[config.mk]
export PLATFORM = sky130hd
export DESIGN_NAME = periph_bus_arbiter
export DESIGN_NICKNAME = d
export VERILOG_FILES = /design/src/rtl/periph_bus_arbiter.sv
export SDC_FILE = /design/constraint.sdc
export NUM_CORES = 1
export LEC_CHECK = 0
export CAP_MARGIN = 20
export CORE_MARGIN = 2
export CORE_UTILIZATION = 35
export DETAILED_ROUTE_END_ITERATION = 7
export HOLD_SLACK_MARGIN = 0.08
export PLACE_DENSITY_LB_ADDON = 0.1
export SLEW_MARGIN = 20
export SYNTH_ARGS = -nofsm -noshare
export SYNTH_HDL_FRONTEND = slang
export SYNTH_SLANG_ARGS = --single-unit
[constraint.sdc]
create_clock -name clk -period 5.7 [get_ports clk]
set_input_delay 0.57 -clock clk [delete_from_list [all_inputs] [get_ports clk]]
set_output_delay 0.57 -clock clk [all_outputs]
set_load 0.01 [all_outputs]
[src/rtl/periph_bus_arbiter.sv]
`default_nettype none
// ============================================================================
// Module   : periph_bus_arbiter
// Purpose  : Shares the single peripheral data bus (DM, Timer0, Timer1 behind
//            the bridge) between two masters: M0 (CPU data port) and M1
//            (auxiliary master: DMA / debug loader). Round-robin grant,
//            per-region wait-state sequencing, req/ack handshake and
//            read-data capture.
//
// Parameters:
//   WAIT_DM   extra ACCESS cycles for the DM region        (default 0)
//   WAIT_TMR  extra ACCESS cycles for Timer0/Timer1         (default 1)
//   CNT_W     wait counter width; WAIT_* must be < 2**CNT_W (default 4)
//
// Ports:
//   clk, reset                 clock, asynchronous active-high reset
//   m{0,1}_req                 request, held until the matching ack
//   m{0,1}_addr/wdata/byteen   byte address, write data, byte enables
//                              (byteen == 0 means read)
//   m{0,1}_ack                 one-cycle completion pulse
//   m{0,1}_rdata               read data, non-zero only in the ack cycle
//   m{0,1}_err                 bus-error pulse alongside ack on unmapped
//                              accesses (ARB_BUSERR_EN builds only, else 0)
//   s_valid/addr/wdata/byteen  bridge-side transaction
//   s_rdata                    bridge read mux
//
// Build option:
//   ARB_BUSERR_EN  when defined, unmapped accesses raise m*_err with the ack
//                  and the first unmapped address is held in a sticky
//                  register until reset. Undefined: m*_err tied to 0.
//
// Revision : 1.0  initial release
// ============================================================================
module periph_bus_arbiter #(
  parameter int WAIT_DM  = 0,
  parameter int WAIT_TMR = 1,
  parameter int CNT_W    = 4
) (
  input  logic        clk,
  input  logic        reset,
  // master 0 (CPU data port)
  input  logic        m0_req,
  input  logic [31:0] m0_addr,
  input  logic [31:0] m0_wdata,
  input  logic [3:0]  m0_byteen,
  output logic        m0_ack,
  output logic [31:0] m0_rdata,
  output logic        m0_err,
  // master 1 (auxiliary master)
  input  logic        m1_req,
  input  logic [31:0] m1_addr,
  input  logic [31:0] m1_wdata,
  input  logic [3:0]  m1_byteen,
  output logic        m1_ack,
  output logic [31:0] m1_rdata,
  output logic        m1_err,
  // bridge side
  output logic        s_valid,
  output logic [31:0] s_addr,
  output logic [31:0] s_wdata,
  output logic [3:0]  s_byteen,
  input  logic [31:0] s_rdata
);

  localparam logic [CNT_W-1:0] c_wait_dm  = CNT_W'(WAIT_DM);
  localparam logic [CNT_W-1:0] c_wait_tmr = CNT_W'(WAIT_TMR);
  localparam logic [CNT_W-1:0] c_cnt_one  = CNT_W'(1);

  typedef enum logic [1:0] {
    ST_IDLE   = 2'd0,
    ST_ACCESS = 2'd1,
    ST_RESP   = 2'd2
  } state_t;

  // --------------------------------------------------------------------------
  // Region decode
  // --------------------------------------------------------------------------
  function automatic logic in_dm(input logic [31:0] a);
    return (a <= 32'h0000_2FFF);
  endfunction

  function automatic logic in_tmr(input logic [31:0] a);
    return ((a >= 32'h0000_7F00) && (a <= 32'h0000_7F0B)) ||
           ((a >= 32'h0000_7F10) && (a <= 32'h0000_7F1B));
  endfunction

  // --------------------------------------------------------------------------
  // State
  // --------------------------------------------------------------------------
  state_t           state_q,    state_d;
  logic [CNT_W-1:0] cnt_q,      cnt_d;
  logic [CNT_W-1:0] wait_q,     wait_d;
  logic             last_q,     last_d;     // id of the last master served
  logic             id_q,       id_d;       // id of the granted master
  logic [31:0]      addr_q,     addr_d;
  logic [31:0]      wdata_q,    wdata_d;
  logic [3:0]       byteen_q,   byteen_d;

  // registered outputs
  logic             s_valid_q,  s_valid_d;
  logic [3:0]       s_byteen_q, s_byteen_d;
  logic [31:0]      s_addr_q,   s_addr_d;
  logic [31:0]      s_wdata_q,  s_wdata_d;
  logic             m0_ack_q,   m0_ack_d;
  logic             m1_ack_q,   m1_ack_d;
  logic [31:0]      m0_rdata_q, m0_rdata_d;
  logic [31:0]      m1_rdata_q, m1_rdata_d;

  // --------------------------------------------------------------------------
  // Grant selection (only consulted in IDLE)
  // --------------------------------------------------------------------------
  logic        gnt_any;
  logic        gnt_id;
  logic [31:0] sel_addr;
  logic [31:0] sel_wdata;
  logic [3:0]  sel_byteen;
  logic        sel_is_dm;
  logic        sel_mapped;
  logic [31:0] cap_rdata;

  assign gnt_any    = m0_req | m1_req;
  // On a tie the master that was not served last wins; last resets to 1 so
  // M0 takes the first tie after reset.
  assign gnt_id     = (m0_req & m1_req) ? ~last_q : m1_req;
  assign sel_addr   = gnt_id ? m1_addr   : m0_addr;
  assign sel_wdata  = gnt_id ? m1_wdata  : m0_wdata;
  assign sel_byteen = gnt_id ? m1_byteen : m0_byteen;
  assign sel_is_dm  = in_dm(sel_addr);
  assign sel_mapped = sel_is_dm | in_tmr(sel_addr);

  // Writes return zero; reads take the bridge mux in the final ACCESS cycle.
  assign cap_rdata  = (byteen_q == 4'b0000) ? s_rdata : 32'h0000_0000;

  // --------------------------------------------------------------------------
  // Next-state logic
  // --------------------------------------------------------------------------
  always_comb begin
    state_d    = state_q;
    cnt_d      = cnt_q;
    wait_d     = wait_q;
    last_d     = last_q;
    id_d       = id_q;
    addr_d     = addr_q;
    wdata_d    = wdata_q;
    byteen_d   = byteen_q;
    // bus address/data hold their last values between transfers
    s_addr_d   = s_addr_q;
    s_wdata_d  = s_wdata_q;
    // strobes and response data default to zero
    s_valid_d  = 1'b0;
    s_byteen_d = 4'b0000;
    m0_ack_d   = 1'b0;
    m1_ack_d   = 1'b0;
    m0_rdata_d = 32'h0000_0000;
    m1_rdata_d = 32'h0000_0000;

    case (state_q)
      ST_IDLE: begin
        if (gnt_any) begin
          id_d     = gnt_id;
          addr_d   = sel_addr;
          wdata_d  = sel_wdata;
          byteen_d = sel_byteen;
          wait_d   = sel_is_dm ? c_wait_dm : c_wait_tmr;
          cnt_d    = '0;
          if (sel_mapped) begin
            state_d    = ST_ACCESS;
            s_valid_d  = 1'b1;
            s_byteen_d = sel_byteen;
            s_addr_d   = sel_addr;
            s_wdata_d  = sel_wdata;
          end else begin
            // Unmapped: skip the bus entirely, respond next cycle with zero.
            state_d  = ST_RESP;
            m0_ack_d = ~gnt_id;
            m1_ack_d = gnt_id;
          end
        end
      end

      ST_ACCESS: begin
        if (cnt_q == wait_q) begin
          state_d = ST_RESP;
          if (id_q) begin
            m1_ack_d   = 1'b1;
            m1_rdata_d = cap_rdata;
          end else begin
            m0_ack_d   = 1'b1;
            m0_rdata_d = cap_rdata;
          end
        end else begin
          // Byte enables are re-presented on every wait cycle; the
          // peripherals tolerate repeated identical writes.
          cnt_d      = cnt_q + c_cnt_one;
          s_valid_d  = 1'b1;
          s_byteen_d = byteen_q;
        end
      end

      ST_RESP: begin
        last_d  = id_q;
        state_d = ST_IDLE;
      end

      default: begin
        state_d = ST_IDLE;
      end
    endcase
  end

  // --------------------------------------------------------------------------
  // Registers
  // --------------------------------------------------------------------------
  always_ff @(posedge clk or posedge reset) begin
    if (reset) begin
      state_q    <= ST_IDLE;
      cnt_q      <= '0;
      wait_q     <= '0;
      last_q     <= 1'b1;
      id_q       <= 1'b0;
      addr_q     <= 32'h0000_0000;
      wdata_q    <= 32'h0000_0000;
      byteen_q   <= 4'b0000;
      s_valid_q  <= 1'b0;
      s_byteen_q <= 4'b0000;
      s_addr_q   <= 32'h0000_0000;
      s_wdata_q  <= 32'h0000_0000;
      m0_ack_q   <= 1'b0;
      m1_ack_q   <= 1'b0;
      m0_rdata_q <= 32'h0000_0000;
      m1_rdata_q <= 32'h0000_0000;
    end else begin
      state_q    <= state_d;
      cnt_q      <= cnt_d;
      wait_q     <= wait_d;
      last_q     <= last_d;
      id_q       <= id_d;
      addr_q     <= addr_d;
      wdata_q    <= wdata_d;
      byteen_q   <= byteen_d;
      s_valid_q  <= s_valid_d;
      s_byteen_q <= s_byteen_d;
      s_addr_q   <= s_addr_d;
      s_wdata_q  <= s_wdata_d;
      m0_ack_q   <= m0_ack_d;
      m1_ack_q   <= m1_ack_d;
      m0_rdata_q <= m0_rdata_d;
      m1_rdata_q <= m1_rdata_d;
    end
  end

  assign s_valid  = s_valid_q;
  assign s_byteen = s_byteen_q;
  assign s_addr   = s_addr_q;
  assign s_wdata  = s_wdata_q;
  assign m0_ack   = m0_ack_q;
  assign m1_ack   = m1_ack_q;
  assign m0_rdata = m0_rdata_q;
  assign m1_rdata = m1_rdata_q;

  // --------------------------------------------------------------------------
  // Optional bus-error reporting
  // --------------------------------------------------------------------------
`ifdef ARB_BUSERR_EN
  logic        unmapped_hit;
  logic        m0_err_q,   m0_err_d;
  logic        m1_err_q,   m1_err_d;
  logic        err_seen_q, err_seen_d;
  logic [31:0] err_addr_q, err_addr_d;

  // The error pulse is timed to coincide with the ack that the IDLE->RESP
  // shortcut produces for an unmapped grant.
  assign unmapped_hit = (state_q == ST_IDLE) && gnt_any && !sel_mapped;

  always_comb begin
    m0_err_d   = unmapped_hit & ~gnt_id;
    m1_err_d   = unmapped_hit &  gnt_id;
    err_seen_d = err_seen_q;
    err_addr_d = err_addr_q;
    // Sticky: only the first offending address is kept.
    if (unmapped_hit && !err_seen_q) begin
      err_seen_d = 1'b1;
      err_addr_d = sel_addr;
    end
  end

  always_ff @(posedge clk or posedge reset) begin
    if (reset) begin
      m0_err_q   <= 1'b0;
      m1_err_q   <= 1'b0;
      err_seen_q <= 1'b0;
      err_addr_q <= 32'h0000_0000;
    end else begin
      m0_err_q   <= m0_err_d;
      m1_err_q   <= m1_err_d;
      err_seen_q <= err_seen_d;
      err_addr_q <= err_addr_d;
    end
  end

  assign m0_err = m0_err_q;
  assign m1_err = m1_err_q;
`else
  assign m0_err = 1'b0;
  assign m1_err = 1'b0;
`endif

endmodule
`default_nettype wire
### Word level (Yosys, flattened, before mapping)

Index checks and enable logic that the tools add are counted.

* register bits after elaboration: 151
* input port bits: 172
* output and inout bits: 137
* word-level logic and storage cells: 78

* add/sub/neg operators: 1
* magnitude comparators: 5
* equality and inequality tests: 6
* multiplexer cells: 37
* bitwise logic cells: 5
* reductions and logical operators: 10

Operators with widths (number)
* 2-to-1 mux 32 bit: 9
* >= comparator 32 x 15 -> 1 bit (second input constant): 2
* less-or-equal comparator 32 x 15 -> 1 bit (second input constant): 2
* less-or-equal comparator 32 x 14 -> 1 bit (second input constant): 1
* 2-to-1 mux 4 bit: 6
* case mux 4 bit (2 select lines): 2
* 2-to-1 mux 1 bit: 13
* 2-to-1 mux 2 bit: 3
* != test 2 bit (second input constant): 3
* case mux 1 bit (2 select lines): 3
* AND reduction 3 bit: 2
* adder 4 x 1 -> 4 bit (second input constant): 1
* == test 4 bit: 1
* logical NOT 4 bit: 1
* case mux 2 bit (2 select lines): 1
* AND reduction 2 bit: 2
* == test 2 x 1 -> 1 bit (second input constant): 1
* == test 2 bit (second input constant): 1
* logical AND 1 bit: 2
* logical NOT 2 bit: 1
* inverter 1 bit: 2
* OR 1 bit: 2
* nonzero test 2 bit: 1
* bitwise AND 1 bit: 1
* logical OR 1 bit: 1

### Longest topological paths before layout

* word-level depth: 10
* gate-level depth with buffers: 8
* mapped depth without buffers: 5

### Worst setup path after synthesis

Ideal clock, no wire load.

* path type: in2reg
* start: input m1_addr[5]
* end: register s_wdata_q[10] (netlist: s_wdata[10])
* setup time: 0.125 ns
* arrival: 2.475 ns
* data required time: 5.575 ns
* setup slack: 3.100 ns
* stages: 7
* path buffers: 2
* cell sequence: or4b_1 -> a2111o_1 -> a32o_1 -> a211o_1 -> buf_6 -> buf_6 -> mux2_4

* cells in the longest elaborated chain, start to end: 6
* elaborated cells between the ends (all ways): 11
* classes of those cells: 5 x order compare; 1 x mux; 1 x bitwise; 4 x reduce/logical

RTL lines
* from (decl): RTL line 51 `input logic [31:0] m1_addr,`
* 2-to-1 mux 32 bit (*): RTL line 125 `assign sel_addr = gnt_id ? m1_addr : m0_addr;`
* >= comparator 32 x 15 -> 1 bit (tied with other cells): RTL line 83 `return ((a >= 32'h0000_7F00) && (a <= 32'h0000_7F0B)) ||`
* logical AND 1 bit, on equally long branches: RTL line 83, 84
* logical OR 1 bit: RTL line 83
* OR 1 bit (*): RTL line 129 `assign sel_mapped = sel_is_dm | in_tmr(sel_addr);`
* AND reduction 3 bit (no line) (*)
* to (signal assigned): RTL line 244 `s_wdata_q <= s_wdata_d;`
* to (decl): RTL line 103 `logic [31:0] s_wdata_q, s_wdata_d;`

Mark *: on every way between the ends. The rest lies on a longest branch, timed or not.
A chain may end at the register's enable or synchronous reset.

### Worst setup path in the final report

* start: input m0_addr[5]
* end: register s_wdata_q[3] (netlist: s_wdata[3])

* cells in the longest elaborated chain, start to end: 6
* elaborated cells between the ends (all ways): 11
* classes of those cells: 5 x order compare; 1 x mux; 1 x bitwise; 4 x reduce/logical

RTL lines
* from (decl): RTL line 43 `input logic [31:0] m0_addr,`
* 2-to-1 mux 32 bit (*): RTL line 125
* >= comparator 32 x 15 -> 1 bit (tied with other cells): RTL line 83
* logical AND 1 bit, on equally long branches: RTL line 83, 84
* logical OR 1 bit: RTL line 83
* OR 1 bit (*): RTL line 129
* AND reduction 3 bit (no line) (*)

Marks and branches as above.

==> flow_summary.toml <==
[clocking]
cts_made_buffers = 17
insertion_delay_ns = 0.41
cts-htree-levels = 4
clock_sinks = 148
clkTransAtPathRegs_ns = 0.06
cts.path.max_buffers = 2
cts_resized = 0
cts_tree = "done"
holdBufCountCts = 0
clock-root-buffer = "clkbuf_16"
postCtsSetupBuffers = 0

[synthesis]
yosysWarnings = 0
synth_most_common_cell = "dfrtp_1"
yosys.cell_types.count = 41
ys.flop_type = "dfrtp_1"
avgSynthCellArea_um2 = 12.96
synth.top_cell.area_share_pct = 61.03
netlist_instances = 465
ys_async_sr_fraction_pct = 100.0
synth-edff-count = 0
synth_common_cells = "147 x dfrtp_1, 70 x nor2_1, 65 x mux2_2"
synth_area_leader_cell = "dfrtp_1"
ys_seq_elements = 148
yosysSeqAreaShare_pct = 61.47
synth.area.top_cells = "dfrtp_1 61%, mux2_2 12%, mux2_4 7.5%"
synthesis.area_um2 = 6027

[sta]
fmax_mhz = 326.1
finalHoldViolCount = 0
slew_viol_final = 0
setup_violations = 0
max_slew_margin_pct = 40.47
fin_tns_setup_ns = 0
fin_crit_ns = 3.067
tightest_slew_ns = 0.8930
fin_skew_ns = 0.006782
rsz0062_at_grt = "false"
final.period_utilization_pct = 53.80

[finish]
antenna_cells = 0
area_growth_pct = 65.12
n_fill_cell = 1382
fin_area_um2 = 9952
fin_nets = 944
instances_no_fill = 1004
regArea_um2 = 3705
drive_gt1_share_pct = 17.60
multi_input_area_um2 = 2200

[routing]
drtAntennaViolNets = 0
vias = 4700
routed_wl_um = 17480
remaining_drc_errors = 0
first_pass_iters = 4
drt_iter0_drc = 188
viasPerCell = 4.681
avgRoutedWirePerCell_um = 17.41

[grt]
grt.busiest_layer = "met2"
grt_pass1_vias = 4857
grt_use_total_pct = 18.96
antenna_found_initial = 0
grt_max_degree = 100
grt_pass1_wl_um = 26280
grt-ovfl-total = 0
grt_use_met3_pct = 5.125
grtUsageMet1_pct = 22.00
grt_util_met2_pct = 33.33

[floorplan]
ioPinCount = 309
die_area_um2 = 18290
core_area_um2 = 16700
dieWidth_um = 135.2
start_util_pct = 36.09
die_y_um = 135.2
rows = 47

[worst_setup_path]
required_ns = 5.99
cp_max_fo = 45
worst-setup-path-type = "in -> reg"
worst_r2r_path_depth = 5
critPathLaunchType = "primary input"
critPathCaptureType = "flip-flop"
critPathArrivalTime_ns = 3.36

[power_and_ir_drop]
power.density_nw_per_um2 = 261.4
leakagePower_nw = 4.398
peakVddDrop_v = 0.0002062

[run]
max_cap_violations = 0

[placed_design]
routabilityCongestion = 0.8388
hpwl_um = 13260
place_area_um2 = 9304
dp_cells = 972
portBuffers = 306

[min_path]
min_path_type = "reg -> reg"
holdPathStages = 1

[run_status]
status = "finished, final reports clean"
==> critical path, cell delays in order <==
cell and delay [ns]:
clkdlybuf4s50_1 0.42, or4b_1 0.54, a2111o_1 0.35, a32o_1 0.23, a211o_2 0.42, buf_4 0.40
mux2_4 0.39
==> final timing paths <==
check	to	from	slack, ns
min in group asynchronous	s_wdata[13]$_DFFE_PP0P_	reset	0.71
max in group asynchronous	m0_rdata[5]$_DFF_PP0_	reset	3.78
max	s_wdata[3]$_DFFE_PP0P_	m0_addr[5]	2.63
min reg2reg	s_addr[29]$_DFFE_PP0P_	s_addr[29]$_DFFE_PP0P_	0.48
min	s_addr[29]$_DFFE_PP0P_	s_addr[29]$_DFFE_PP0P_	0.48
max reg2reg	s_addr[8]$_DFFE_PP0P_	last_q$_DFFE_PP1N_	3.01
==> per-layer routing <==
layer / up-vias / wire length, um
li1: 2184 / -
met1: 2277 / 6763
met2: 208 / 8914
met3: 31 / 1327
met4: 0 / 479
met5: - / 0
==> cell usage in the layout, fill, tap and decap left out, types with 8 or more instances in the layout <==
cell type / n
a22o_1: 8
and2_1: 18
clkbuf_16: 17
clkdlybuf4s50_1: 306
dfrtp_1: 147
mux2_2: 65
mux2_4: 30
nand2_1: 43
nor2_1: 70
nor4_1: 8
==> layout make-up <==
class	instances	share of cell area [%]
clock inverter	12	2.024
clock buffer	20	4.488
multi-input combinational	289	22.10
sequential	148	37.23
tap	220	2.766
timing repair buffer	312	31.23
inverter	3	0.1634
==> through the flow <==
stage	util, %	hold slack, ns	setup slack, ns	power, mW
2_1_floorplan	-	0.4655	1.152	1.239
3_3_place_gp	55.69	0.4682	2.240	1.405
3_5_place_dp	55.71	0.4737	2.199	1.411
4_1_cts	59.59	0.4918	2.639	2.631
5_1_grt	59.59	0.5079	2.543	2.699
6_report	59.59	0.4846	2.633	2.602
==> logic make-up after synthesis <==
group                    count (synthesis)  share of synthesized area [%]
AO/OA/AOI/OAI                           28                          3.716
flip-flops                             148                          61.47
buffers and inverters                   29                          2.449
XOR/XNOR                                 3                         0.4360
other                                    1                        0.06222
multiplexers                            95                          19.62
adder cells (fa/ha/maj)                  1                         0.2076
AND/OR/NAND/NOR                        160                          12.04
==> where the power goes <==
| group | internal, mW | total (mW) | switching, mW | leakage (nW) |
|---|---|---|---|---|
| clock | 0.789 | 1.21 | 0.425 | 0.299 |
| combinational | 0.180 | 0.306 | 0.126 | 2.05 |
| sequential | 1.07 | 1.08 | 0.0141 | 2.05 |
| total | 2.04 | 2.60 | 0.565 | 4.40 |
==> state kept, by name (all words and copies together), names as in the netlist <==
name,cells
m0_rdata,32
m1_rdata,32
s_addr,32
s_wdata,32
byteen_q,4
cnt_q,4
s_byteen,4
state_q,2
id_q,1
last_q,1
m0_ack,1
m1_ack,1
s_valid,1
wait_q,1
No activity file was read; power rests on OpenSTA's default activity.
